`config.mk`:
```
export PLATFORM = sky130hd
export DESIGN_NAME = cover_toggle_collector
export DESIGN_NICKNAME = d
export VERILOG_FILES = /design/src/rtl/cover_pkg.sv /design/src/rtl/cover_report_fifo.sv /design/src/rtl/cover_toggle_collector.sv
export SDC_FILE = /design/constraint.sdc
export NUM_CORES = 1
export LEC_CHECK = 0
export CORE_UTILIZATION = 32
export CTS_BUF_LIST = sky130_fd_sc_hd__clkbuf_4 sky130_fd_sc_hd__clkbuf_8
export DETAILED_ROUTE_END_ITERATION = 10
export PLACE_DENSITY = 0.57
export SLEW_MARGIN = 20
export SYNTH_ARGS = -nofsm -noshare
export SYNTH_HDL_FRONTEND = slang
export SYNTH_SLANG_ARGS = --single-unit
```
`constraint.sdc`:
```
create_clock -name clock -period 24.7 [get_ports clock]
set_input_delay 6.175 -clock clock [delete_from_list [all_inputs] [get_ports clock]]
set_output_delay 6.175 -clock clock [all_outputs]
set_load 0.01 [all_outputs]
```
`src/rtl/cover_pkg.sv`:
```
// Shared definitions for the toggle-coverage collectors.
//   COVER_TOTAL   : number of global toggle cover points in the design
//   MAX_WIDTH     : largest number of points one collector instance may own
//   cover_index_t : 64-bit global cover point index carried in reports
//   lowest_set()  : index of the lowest set bit of a MAX_WIDTH-bit vector
package cover_pkg;

    localparam int COVER_TOTAL = 38253;
    localparam int MAX_WIDTH   = 1024;
    localparam int IDX_BITS    = 11;

    typedef logic [63:0] cover_index_t;

    // Returns 0 for an all-zero vector; callers qualify the result with
    // their own "any bit set" term.
    function automatic logic [IDX_BITS-1:0] lowest_set(input logic [MAX_WIDTH-1:0] vec);
        logic [IDX_BITS-1:0] idx;
        idx = '0;
        // Scanning downwards lets the lowest set bit overwrite all others.
        for (int k = MAX_WIDTH - 1; k >= 0; k--) begin
            if (vec[k]) begin
                idx = IDX_BITS'(k);
            end
        end
        return idx;
    endfunction

endpackage

```
`src/rtl/cover_report_fifo.sv`:
```
// Small report FIFO for cover point indices.
//   clk     : clock, all state on rising edge
//   srst    : synchronous active-high reset, empties the FIFO
//   i_push  : write request (ignored when full unless a pop happens too)
//   i_data  : 64-bit index to write
//   o_full  : FIFO holds DEPTH entries
//   o_valid : head entry present
//   i_ready : consumer takes the head when o_valid is high
//   o_data  : head entry, forced to zero while empty
module cover_report_fifo
    import cover_pkg::*;
#(
    parameter int DEPTH = 4
) (
    input  logic         clk,
    input  logic         srst,
    input  logic         i_push,
    input  cover_index_t i_data,
    output logic         o_full,
    output logic         o_valid,
    input  logic         i_ready,
    output cover_index_t o_data
);

    localparam int AW = $clog2(DEPTH);

    generate
        if (DEPTH < 2 || (DEPTH & (DEPTH - 1)) != 0) begin : g_bad_depth
            $error("cover_report_fifo: DEPTH must be a power of two >= 2");
        end
    endgenerate

    cover_index_t  r_mem [DEPTH];
    logic [AW-1:0] r_wr_ptr;
    logic [AW-1:0] r_rd_ptr;
    logic [AW:0]   r_count;
    logic          w_pop;
    logic          w_push;

    assign o_full  = (r_count == (AW+1)'(DEPTH));
    assign o_valid = (r_count != '0);
    assign w_pop   = o_valid & i_ready;
    // A full FIFO still accepts a write when the head leaves in the same cycle.
    assign w_push  = i_push & (~o_full | w_pop);
    assign o_data  = o_valid ? r_mem[r_rd_ptr] : '0;

    // Pointers are exactly AW bits wide, so they wrap modulo DEPTH for free.
    always_ff @(posedge clk) begin
        if (srst) begin
            r_wr_ptr <= '0;
            r_rd_ptr <= '0;
            r_count  <= '0;
        end else begin
            if (w_push) begin
                r_wr_ptr <= r_wr_ptr + 1'b1;
            end
            if (w_pop) begin
                r_rd_ptr <= r_rd_ptr + 1'b1;
            end
            case ({w_push, w_pop})
                2'b10:   r_count <= r_count + 1'b1;
                2'b01:   r_count <= r_count - 1'b1;
                default: r_count <= r_count;
            endcase
        end
    end

    // Storage needs no reset: o_data is masked while the FIFO is empty.
    always_ff @(posedge clk) begin
        if (w_push) begin
            r_mem[r_wr_ptr] <= i_data;
        end
    end

endmodule

```
`src/rtl/cover_toggle_collector.sv`:
```
// Toggle coverage collector: records the first hit of each of WIDTH toggle
// cover points and reports it once, as a global index, through a
// valid/ready report FIFO. This is a simulation-side coverage monitor; the
// build keeps it out of synthesis and waveform trace like its siblings.
//   clock       : sole clock
//   reset       : synchronous active-high reset
//   valid       : per-point toggle-hit strobe
//   enable      : valid is ignored while low
//   clear       : synchronous coverage clear, same effect as reset
//   out_valid   : report head valid
//   out_ready   : consumer accepts head
//   out_index   : global index of head report (0 when out_valid is low)
//   hit_count   : distinct points hit since reset/clear
//   all_covered : every point has been hit
//   busy        : reports still pending or queued
module cover_toggle_collector
    import cover_pkg::*;
#(
    parameter int WIDTH       = 66,
    parameter int COVER_INDEX = 0,
    parameter int COVER_TOTAL = cover_pkg::COVER_TOTAL,
    parameter int DEPTH       = 4
) (
    input  logic                         clock,
    input  logic                         reset,
    input  logic [WIDTH-1:0]             valid,
    input  logic                         enable,
    input  logic                         clear,
    output logic                         out_valid,
    input  logic                         out_ready,
    output logic [63:0]                  out_index,
    output logic [$clog2(WIDTH+1)-1:0]   hit_count,
    output logic                         all_covered,
    output logic                         busy
);

    localparam int HCW = $clog2(WIDTH + 1);

    generate
        if (WIDTH < 1 || WIDTH > MAX_WIDTH) begin : g_bad_width
            $error("cover_toggle_collector: WIDTH must be within 1..1024");
        end
        if (COVER_INDEX < 0 || COVER_INDEX + WIDTH > COVER_TOTAL) begin : g_bad_range
            $error("cover_toggle_collector: COVER_INDEX+WIDTH exceeds COVER_TOTAL");
        end
    endgenerate

    logic [WIDTH-1:0]    r_hit_map;
    logic [WIDTH-1:0]    r_pending;
    logic [HCW-1:0]      r_hit_count;
    logic [WIDTH-1:0]    w_new_hits;
    logic [WIDTH-1:0]    w_take_mask;
    logic [IDX_BITS-1:0] w_low_idx;
    logic                w_any_pending;
    logic                w_fifo_full;
    logic                w_pop;
    logic                w_push;
    logic                w_srst;
    cover_index_t        w_push_index;

    assign w_srst        = reset | clear;
    // Only the first hit of a point since reset/clear counts; repeats are
    // masked by the hit map, so a point can never be queued twice.
    assign w_new_hits    = valid & ~r_hit_map & {WIDTH{enable}};
    assign w_any_pending = |r_pending;
    assign w_low_idx     = lowest_set(MAX_WIDTH'(r_pending));
    assign w_pop         = out_valid & out_ready;
    assign w_push        = w_any_pending & (~w_fifo_full | w_pop);
    assign w_push_index  = cover_index_t'(COVER_INDEX) + cover_index_t'(w_low_idx);

    // One-hot mask of the pending bit handed to the FIFO this cycle.
    generate
        for (genvar gi = 0; gi < WIDTH; gi++) begin : g_take
            assign w_take_mask[gi] = w_push & (w_low_idx == IDX_BITS'(gi));
        end
    endgenerate

    // Pending bits only come from first hits, so a bit being taken this
    // cycle can never be re-set by a same-cycle strobe of that point.
    always_ff @(posedge clock) begin
        if (w_srst) begin
            r_hit_map   <= '0;
            r_pending   <= '0;
            r_hit_count <= '0;
        end else begin
            r_hit_map   <= r_hit_map | w_new_hits;
            r_pending   <= (r_pending | w_new_hits) & ~w_take_mask;
            r_hit_count <= r_hit_count + HCW'($countones(w_new_hits));
        end
    end

    cover_report_fifo #(
        .DEPTH (DEPTH)
    ) u_fifo (
        .clk     (clock),
        .srst    (w_srst),
        .i_push  (w_push),
        .i_data  (w_push_index),
        .o_full  (w_fifo_full),
        .o_valid (out_valid),
        .i_ready (out_ready),
        .o_data  (out_index)
    );

    assign hit_count   = r_hit_count;
    assign all_covered = (r_hit_count == HCW'(WIDTH));
    assign busy        = w_any_pending | out_valid;

endmodule

```
==> Word level (Yosys, flattened, before mapping) <==
Memory sizes are Yosys's and may differ from the RTL's. A register that Yosys moved wholly into a read port is not among the register bits.
Cells that the tools add are included.
{ "totals": {"elab_cells": 302, "input_bits": 71, "reg_bits": 146, "n_memories": 1, "out_inout_bits": 74, "ramBits": 44} }
{ "mem_list": {"columns": ["name", "depth", "width", "read_ports", "rd_clocked_by_memory_dff", "write_ports", "line", "source"], "rows": [
  ["u_fifo.r_mem", 4, 11, 1, 1, 1, "cover_report_fifo.sv:33", "cover_index_t r_mem [DEPTH];"]
]} }
{ "classes": {"n_addsub": 70, "n_eq_ne": 69, "reduce_logical": 4, "mux": 72, "bitwise": 80} }
{ "ops": {"columns": ["operator", "n"], "rows": [
  ["$mux 11", 65],
  ["$eq 11x6->1 const B", 32],
  ["$and 66x66->66", 3],
  ["$eq 11x5->1 const B", 16],
  ["$not 66->66", 2],
  ["$or 66x66->66", 2],
  ["$eq 11x4->1 const B", 8],
  ["$and 1x1->1", 69],
  ["$add 1x1->2", 33],
  ["$reduce_or 66->1", 1],
  ["$mux 64", 1],
  ["$add 2x2->3", 16],
  ["$eq 11x3->1 const B", 4],
  ["$add 3x3->4", 8],
  ["$eq 11x2->1 const B", 2],
  ["$eq 11x7->1 const B", 2],
  ["$add 4x4->5", 4],
  ["$add 5x5->6", 2],
  ["$eq 11x1->1 const B", 1],
  ["$logic_not 11->1", 1],
  ["$add 6x6->7", 1],
  ["$add 7x2->7", 1],
  ["$add 7x7->7", 1],
  ["$eq 7x7->1 const B", 1],
  ["other kinds (14)", 19]
]} }

==> Longest topological paths before layout <==
Gate-level depths: netlist of run 1.
{ "logic_depth": {"depth_word": 70, "depth_mapped": 26, "depth_no_buf": 24} }

==> By module <==
A second synthesis of run 1 with hierarchy kept.
{ "hier_totals": {"hier_cells": 1399, "hier_area_um2": 18223.7} }
{ "modules_own_cells": {"columns": ["mod", "instances", "area_each_um2", "cells_per_inst"], "rows": [
  ["cover_report_fifo", 1, 10323.7, 472],
  ["cover_toggle_collector", 1, 7900.1, 927]
]} }

==> Worst setup path before layout of run 1 <==
OpenSTA, ideal clock, no wires.
{ "synth_path": {"kind": "input to register", "from": "input port enable", "to": "register r_hit_count[6] (netlist: hit_count[6])", "required_time_ns": 24.572, "stages": 25, "setup_slack_ns": 11.517, "arrival_time_ns": 13.055, "n_path_buf": 3, "cell_sequence": "clkbuf_1 -> clkbuf_1 -> clkbuf_1 -> nand3b_1 -> fa_1 -> inv_1 -> fa_1 -> inv_1 -> fa_1 -> fa_1 -> inv_1 -> fa_1 -> inv_1 -> fa_1 -> fa_1 -> fa_1 -> inv_1 -> fa_1 -> fa_1 -> a21o_1 -> a21oi_1 -> o21bai_1 -> a21oi_1 -> xnor2_1 -> nor2_1"} }
{ "synth_via": {"elab_chain_cells": 9, "word_cells_on_any_way": 67} }
{ "synth_lines": {"columns": ["item", "line", "source"], "rows": [
  ["start: declaration", "cover_toggle_collector.sv:27", "input logic enable,"],
  ["$and 66x66->66 *", "cover_toggle_collector.sv:64", "assign w_new_hits = valid & ~r_hit_map & {WIDTH{enable}};"],
  ["$add 1x1->2 (implied by the code)", "cover_toggle_collector.sv:88", "r_hit_count <= r_hit_count + HCW'($countones(w_new_hits));"],
  ["$add 2x2->3 (implied by the code)", "cover_toggle_collector.sv:88", null],
  ["$add 3x3->4 (implied by the code)", "cover_toggle_collector.sv:88", null],
  ["$add 4x4->5 (implied by the code)", "cover_toggle_collector.sv:88", null],
  ["$add 5x5->6 (implied by the code)", "cover_toggle_collector.sv:88", null],
  ["$add 6x6->7 (implied by the code)", "cover_toggle_collector.sv:88", null],
  ["$add 7x2->7 (implied by the code) *", "cover_toggle_collector.sv:88", null],
  ["$add 7x7->7 *", "cover_toggle_collector.sv:88", null],
  ["end signal: assignment", "cover_toggle_collector.sv:88", null],
  ["end: declaration", "cover_toggle_collector.sv:50", "logic [HCW-1:0] r_hit_count;"]
]} }
Every way passes the cells marked *; elsewhere a longest branch is shown, timed or not.
A chain may end at the register's enable or synchronous reset.

==> Worst setup path in the final report of run 1 <==
Same ends and word-level chain as after synthesis.

==> results of run 1 <==
## power breakdown
group	total (mW)	internal [mW]	leakage, nW	switching, mW
sequential	0.325	0.313	1.48	0.0119
combinational	0.724	0.332	2.97	0.392
clock	0.219	0.109	0.205	0.110
total	1.27	0.755	4.65	0.514
## flip-flops by register name (all words and copies together), names as in the netlist, named ones only
register	count
r_hit_map	66
r_pending	66
u_fifo.r_mem	28
hit_count	7
u_fifo.r_count	3
u_fifo.r_rd_ptr	2
u_fifo.r_wr_ptr	2
## final timing paths
kind                                          startpoint                        to  slack (ns)  cells after the start
worst max-delay path                              enable   hit_count[6]$_SDFF_PP0_       11.01                     24
worst min-delay path            r_hit_map[47]$_SDFF_PP0_  r_hit_map[47]$_SDFF_PP0_        0.47                      2
worst max register to register  r_hit_map[58]$_SDFF_PP0_   hit_count[6]$_SDFF_PP0_       17.54                     22
worst min register to register  r_hit_map[47]$_SDFF_PP0_  r_hit_map[47]$_SDFF_PP0_        0.47                      2
## kinds of logic (layout without fill, tap and decap cells)
logic type	Yosys count	count (layout)	share of synthesized area [%]
AND/OR/NAND/NOR	372	372	19.8
AO/OA/AOI/OAI	237	237	14.3
buffers and inverters	187	215	9.31
flip-flops	176	176	38.4
adder cells (fa/ha/maj)	86	86	15.3
XOR/XNOR	13	13	1.15
multiplexers	8	8	1.69
other	1	57	0.0379
## cell type report
type                    count  area share, %
clock buffers              17           2.06
repair buffers             95           8.16
inverters                  88           2.90
clock inverters            15           1.67
multi-input cells         773           47.4
flip-flops and latches    176           33.4
well taps                 396           4.35
## per-layer routing
metal	vias up	part of all wire, %	routed length [um]
li1	3749	-	-
met1	3717	45	11700
met2	265	47	12400
met3	43	5.6	1480
met4	0	2.4	632
met5	-	0	0
## worst min-delay path: stages, from the launching register on
cell and delay [ns]:
dfxtp_1 0.33, a21oi_1 0.04, nor2_1 0.06
## per-stage QoR
stage	area, um2	setup slack [ns]	utilization (%)	power [mW]
CTS	11400	11.01	37.3	1.29
detailed placement	11000	10.51	35.9	1.07
global route	11400	10.54	37.3	1.42
finish	11400	11.01	37.3	1.27
floorplan	10100	11.52	-	0.904
global placement	11000	10.58	35.9	1.05
## layout by cell type, fill, tap and decap left out, types with 14 or more instances in the layout
cell,Yosys,layout
a21oi_1,102,102
a221oi_1,14,14
a31oi_1,40,40
and2_1,18,18
clkbuf_8,0,17
clkdlybuf4s50_1,0,86
conb_1,1,57
dfxtp_1,148,148
edfxtp_1,28,28
fa_1,59,59
ha_1,27,27
inv_1,87,87
nand2_1,63,63
nand2b_1,23,23
nand3b_1,32,32
nor2_1,145,144
nor3_1,22,21
nor4_1,19,19
o21ai_0,44,44
or4_1,16,16
==> impl_metrics.ini, run 1 <==
[sta]
slew_viol_final = 0
worst_pin_slew_ns = 1.07
slew_headroom_pct = 28.3
tns_ns = 0
setup_viol = 0
max_freq_mhz = 73.0
hold_viol_final = 0
skew_ns = 0.0148
worst_hold_slack_ns = 0.465
fin_crit_sh_pct = 55.4
rsz0062_at_grt = no
period_minus_slack_ns = 13.69

[yosys]
synth_seq_cells = 176
synth_ff_type = dfxtp_1
synth_top_area_cell = dfxtp_1
synth.avg_cell_area_um2 = 9.17
yosysSeqAreaShare_pct = 38.4
synth_common_cells = dfxtp_1 (148), nor2_1 (145), a21oi_1 (102)
yosys-top-cells-area = dfxtp_1 (30%), fa_1 (12%), edfxtp_1 (8.5%)
synth_top_area_share_pct = 29.9
syn_area_um2 = 9900
async_flop_share_pct = 0
synth.most_common_cell = dfxtp_1
synth-edff-count = 28
synthDistinctLibCells = 63
synth_warnings = 0
synthCells = 1080

[clocking]
clockRootBuffer = clkbuf_8
clk_latency_ns = 0.48
hold_buffers = 0
clk_pin_slew_ns = 0.09
htreeDepth = 4
clock-sinks = 176
cts_tree = yes
numCtsBuffers = 17
ctsResizeCount = 0
cts.path.max_buffers = 2
post_cts.repair.setup_buffers = 0

[cells_and_area]
antenna_cells = 0
regArea_um2 = 3800
multi_input_area_um2 = 5400
final_cells = 1560
syn2layout_area_growth_pct = 14.9
final_nets = 1308
nFillCells = 3080
layout-drive-gt1-share_pct = 6.36

[floorplan]
coreArea_um2 = 30500
fp.dieH_um = 178
fp.dieW_um = 178
io_pins = 145
num_rows = 64
dieArea_um2 = 31700
start_util_pct = 32.5

[critical_path]
end_kind = flip-flop
worst-path-buf-inv = 7
path_max_fanout = 72
cpLargestDelayFamily = adder cells
crit_chain = buf_4, buf_4, nand3b_1, fa_1, fa_1, inv_1, fa_1, inv_1, fa_1, inv_1, fa_1, inv_1, fa_1, fa_1, fa_1, inv_1, fa_1, fa_1, a21o_1, a21oi_1, o21bai_1, a21oi_1, xnor2_1, nor2_1
worstSetupPathType = in2reg
cp_data_required_time_ns = 25.03
setup.worst_path.start_class = input port
cp_slowest_cell = buf_4
critical_path_arrival_ns = 14.02
cpMostUsedCell = fa_1
slowest_delay_ns = 0.63

[hold_path]
hold_path.class = reg2reg

[run_status]
outcome = completed

[global_routing]
grt_usage_pct = 17.3
grt_use_met3_pct = 3.26
antenna_found_initial = 1
gr-usage-met1_pct = 22.9
grt_pass1_wl_um = 41100
grt_max_degree = 95
grt.busiest_layer = met2
grt_overflow = 0
met2_usage_pct = 27.9
grt_pass1_vias = 7380

[detailed_routing]
vias = 7774
wl_per_cell_um = 16.8
ant_nets = 0
drt_wl_total_um = 26200
first_pass_iters = 5
vias_per_cell = 4.98
remaining_drc_errors = 0
drt-initial-drc-count = 615

[flow_run]
maxCapViolations = 0

[pwr]
peakVddDrop_uv = 140
p_leak_nw = 4.65
cellPowerDensity_nw_per_um2 = 111

[placement]
dp_hpwl_um = 19900
dp.cells = 1528
place_congestion = 0.876
portBuffers = 87
Power figures use the tool's default switching activity.
==> run 2, diff against run 1 <==
Settings changed: PLACE_DENSITY 0.57 to 0.59.
Clock period 24.7 ns to 12.56 ns, I/O delays scaled along.
==> impl_metrics.ini, run 2 (synthesis results as in run 1) <==
[critical_path]
r2r_start = r_hit_map[58]$_SDFF_PP0_
r2r_setup_slack_ns = 5.39
critical_path_arrival_ns = 10.46
reg2reg_depth = 22
cp-endpoint = hit_count[6]$_SDFF_PP0_
path_max_fanout = 67
end_kind = flip-flop
worstSetupPathType = in2reg
crit_chain = buf_4, buf_4, nand2_1, nor2_1, fa_1, fa_1, inv_1, fa_1, fa_1, fa_1, fa_1, fa_1, fa_1, inv_1, fa_1, fa_1, a21o_1, a21oi_1, o21bai_1, a21oi_1, xnor2_1, nor2_1
worst-path-buf-inv = 4
slowest_delay_ns = 0.58
setup.worst_path.start_class = input port
cp_slowest_cell = fa_1
cpMostUsedCell = fa_1
cp.depth = 22
cp_data_required_time_ns = 12.89
cpLargestDelayFamily = adder cells
rr_endpoint = hit_count[6]$_SDFF_PP0_
startpoint = enable

[clocking]
htreeDepth = 4
post_cts.repair.setup_buffers = 0
hold_buffers = 0
clk_pin_slew_ns = 0.10
clk_latency_ns = 0.47
clock-sinks = 176
cts.path.max_buffers = 2
numCtsBuffers = 17
ctsResizeCount = 0
clockRootBuffer = clkbuf_8
cts_tree = yes

[sta]
worst_slack_ns = 2.43
hold_viol_final = 0
rsz0062_at_grt = no
slew_headroom_pct = 28.9
worst_pin_slew_ns = 1.06
slew_viol_final = 0
fin_crit_sh_pct = 80.6
max_freq_mhz = 98.7
period_minus_slack_ns = 10.13
tns_ns = 0
skew_ns = 0.0210
setup_viol = 0

[placement]
portBuffers = 87
place_congestion = 0.894
dp_slack_ns = 1.94
dp_hpwl_um = 20000

[run_status]
outcome = completed

[detailed_routing]
drt-initial-drc-count = 733
wl_per_cell_um = 17.0
first_pass_iters = 6
vias_per_cell = 5.04
vias = 7852
ant_nets = 0
drt_wl_total_um = 26500
remaining_drc_errors = 0

[floorplan]
fp.dieH_um = 178
start_util_pct = 32.5
dieArea_um2 = 31700
num_rows = 64
fp.dieW_um = 178
coreArea_um2 = 30500
io_pins = 145

[cells_and_area]
final_common_cell = dfxtp_1
reg.largest.list = r_hit_map x66, r_pending x66, u_fifo.r_mem x28
layout-drive-gt1-share_pct = 6.45
syn2layout_area_growth_pct = 14.6
final_cell_mix = dfxtp_1 (148), nor2_1 (144), a21oi_1 (102), inv_1 (88), clkdlybuf4s50_1 (86)
antenna_cells = 0
final_nets = 1308

[global_routing]
grt_pass1_wl_um = 41700
grt_max_degree = 95
grt_use_met3_pct = 3.56
gr-usage-met1_pct = 23.0
grt.busiest_layer = met2
antenna_found_initial = 0
grt_overflow = 0
met2_usage_pct = 27.8
grt_usage_pct = 17.4
grt_pass1_vias = 7426

[pwr]
clkPwrFrac_pct = 16.4
p_total_mw = 2.50
peakVddDrop_uv = 300
combPwrFrac_pct = 58.0
p_leak_nw = 4.65
p_seq_share_pct = 25.6
netSwitchingPower_mw = 1.02
cellPowerDensity_nw_per_um2 = 220
cellInternalPower_mw = 1.47
p_sw_share_pct = 41.0

[hold_path]
hold_path.class = reg2reg

[flow_run]
maxCapViolations = 0
-- run 2: changes by cell type in the layout (fill, tap and decap cells not counted), sizes merged --
cell,delta
inv,+1
clkinv,-1
clkbuf,+2
bufinv,-1
clkinvlp,-3
-- run 2: how the worst min path moves through the flow --
stage	from	to	slack (ns)	cells past startpoint
2_1_floorplan	r_hit_map[13]$_SDFF_PP0_	r_hit_map[13]$_SDFF_PP0_	0.43	2
3_3_place_gp	r_hit_map[35]$_SDFF_PP0_	r_hit_map[35]$_SDFF_PP0_	0.44	2
3_5_place_dp	r_hit_map[22]$_SDFF_PP0_	r_hit_map[22]$_SDFF_PP0_	0.45	2
4_1_cts	r_hit_map[9]$_SDFF_PP0_	r_hit_map[9]$_SDFF_PP0_	0.47	2
5_1_grt	r_hit_map[9]$_SDFF_PP0_	r_hit_map[9]$_SDFF_PP0_	0.49	2
6_report	r_hit_map[23]$_SDFF_PP0_	r_hit_map[23]$_SDFF_PP0_	0.47	2
-- run 2: metrics by stage --
stage	hold WS [ns]	area, um2	std cells	util (%)
after global placement	0.439	11000	1528	35.9
after CTS	0.469	11400	1558	37.2
final	0.467	11400	1558	37.2
after global routing	0.487	11400	1558	37.2
after floorplan	0.428	10100	1136	-
after detailed placement	0.445	11000	1528	35.9
-- run 2: area by class of cell --
type	instances	area, um2
Fill cell	3068	19200
Multi-Input combinational cell	773	5400
Sequential cell	176	3800
Timing Repair Buffer	95	928
Tap cell	396	495
Inverter	88	330
Clock buffer	19	249
Clock inverter	11	143
-- run 2: metal layers --
metal / up-vias / routed length [um]
li1: 3749 / -
met3: 44 / 1600
met1: 3780 / 11500
met5: - / 0
met4: 0 / 865
met2: 279 / 12600
-- run 2: worst min-delay path, cell delays in order, from the launching register on --
cell and delay [ns]:
dfxtp_1 0.33, a21oi_1 0.04, nor2_1 0.07
-- run 2: power groups by stage --
stage / clock (mW) / combinational, mW / sequential [mW]
floorplan: 0 / 1.13 / 0.645
global placement: 0 / 1.44 / 0.651
detailed placement: 0 / 1.46 / 0.652
CTS: 0.419 / 1.47 / 0.639
global route: 0.440 / 1.67 / 0.644
finish: 0.411 / 1.45 / 0.639
==> run 3, diff against run 2 <==
Clock period 12.56 ns to 8.25 ns, I/O delays scaled along.
==> impl_metrics.ini, run 3 (synthesis results as in run 1) <==
[clocking]
htreeDepth = 4
cts_tree = yes
clock-sinks = 176
clk_pin_slew_ns = 0.10
hold_buffers = 0
clk_latency_ns = 0.47
clockRootBuffer = clkbuf_8
numCtsBuffers = 17
cts.path.max_buffers = 2

[sta]
max_freq_mhz = 122
period_minus_slack_ns = 8.17
worst_slack_ns = 0.0754
setup_viol = 0
slew_viol_final = 0
rsz0062_at_grt = yes
skew_ns = 0.0173
slew_headroom_pct = 22.6
fin_crit_sh_pct = 99.1
tns_ns = 0
hold_viol_final = 0
worst_pin_slew_ns = 1.16

[floorplan]
num_rows = 64
coreArea_um2 = 30500
start_util_pct = 32.5
io_pins = 145
fp.dieW_um = 178
fp.dieH_um = 178
dieArea_um2 = 31700

[critical_path]
worstSetupPathType = in2reg
critical_path_arrival_ns = 8.52
end_kind = flip-flop
setup.worst_path.start_class = input port
path_max_fanout = 2
cp_data_required_time_ns = 8.59

[detailed_routing]
remaining_drc_errors = 0
ant_nets = 0
drt_wl_total_um = 26600
drt-initial-drc-count = 697
vias_per_cell = 4.89
first_pass_iters = 5
vias = 7904
wl_per_cell_um = 16.5

[cells_and_area]
syn2layout_area_growth_pct = 19.4
reg.largest.list = r_hit_map x66, r_pending x66, u_fifo.r_mem x28
layout-drive-gt1-share_pct = 11.8
multi_input_area_um2 = 5420
design_area_um2 = 11800
final_cell_mix = dfxtp_1 (148), nor2_1 (140), a21oi_1 (100), inv_1 (84), clkdlybuf4s50_1 (79)
nFillCells = 3063
final_common_cell = dfxtp_1
final_nets = 1363
antenna_cells = 0
regArea_um2 = 3800
final_cells = 1615

[placement]
dp_hpwl_um = 20400
dp_slack_ns = -0.474
dpl_cell_area_um2 = 11400
dp.cells = 1581
place_congestion = 0.882
portBuffers = 87

[pwr]
p_total_mw = 4.08
peakVddDrop_uv = 449
p_leak_nw = 4.97
cellPowerDensity_nw_per_um2 = 345

[global_routing]
grt_pass1_vias = 7604
grt_max_degree = 57
grt_usage_pct = 17.5
grt_overflow = 0
antenna_found_initial = 0
grt_pass1_wl_um = 42200

[hold_path]
hold_path.class = reg2reg

[flow_run]
maxCapViolations = 0

[run_status]
outcome = completed
[run 3: path summary, 6_finish.rpt]
path / from / end / slack, ns / depth (start not counted)
min reg2reg: r_hit_map[46]$_SDFF_PP0_ / r_hit_map[46]$_SDFF_PP0_ / 0.47 / 2
max: valid[26] / hit_count[6]$_SDFF_PP0_ / 0.08 / 21
min: r_hit_map[46]$_SDFF_PP0_ / r_hit_map[46]$_SDFF_PP0_ / 0.47 / 2
max reg2reg: r_hit_map[58]$_SDFF_PP0_ / hit_count[6]$_SDFF_PP0_ / 1.73 / 22
[run 3: worst max-delay path: stages]
cell,delay [ns]
clkdlybuf4s50_1,0.50
nand3b_1,0.16
fa_1,0.54
fa_1,0.54
inv_1,0.05
fa_1,0.55
inv_1,0.06
fa_1,0.50
fa_1,0.53
fa_1,0.52
fa_1,0.51
fa_1,0.49
inv_1,0.05
fa_2,0.35
fa_2,0.35
a21o_1,0.17
a21oi_2,0.13
o21bai_1,0.11
a21oi_2,0.16
xnor2_1,0.13
nor2_1,0.05
[run 3: per-layer routing]
layer  wire length [um]  up-vias  GRT usage (%)
met3               1210       34           3.04
li1                   -     3849              -
met4                556        0           5.59
met2              13000      211           29.4
met5                  0        -              0
met1              11800     3810           22.8
[run 3: layout make-up]
class	instances	share of cell area, %
multi-input cells	773	45.9
flip-flops and latches	176	32.2
repair buffers	150	11.6
well taps	396	4.19
inverters	88	2.79
clock buffers	22	2.51
clock inverters	10	0.847
[run 3: report_power, final]
group / total [mW] / switching, mW / internal (mW)
Combinational: 2.50 / 1.29 / 1.21
Clock: 0.608 / 0.331 / 0.278
Sequential: 0.971 / 0.0343 / 0.937
[run 3: stage by stage]
| step | utilization [%] | hold WS [ns] |
|---|---|---|
| global route | 38.8 | 0.491 |
| global placement | 37.3 | 0.438 |
| CTS | 38.6 | 0.470 |
| floorplan | - | 0.428 |
| detailed placement | 37.3 | 0.447 |
| finish | 38.8 | 0.466 |
[run 3: timing repair]
| action | 4_1_cts | 5_1_grt |
|---|---|---|
| endpoints found under the setup margin | 0 | 2 |
| buffers inserted | 0 | 2 |
| resized for setup | 0 | 15 |
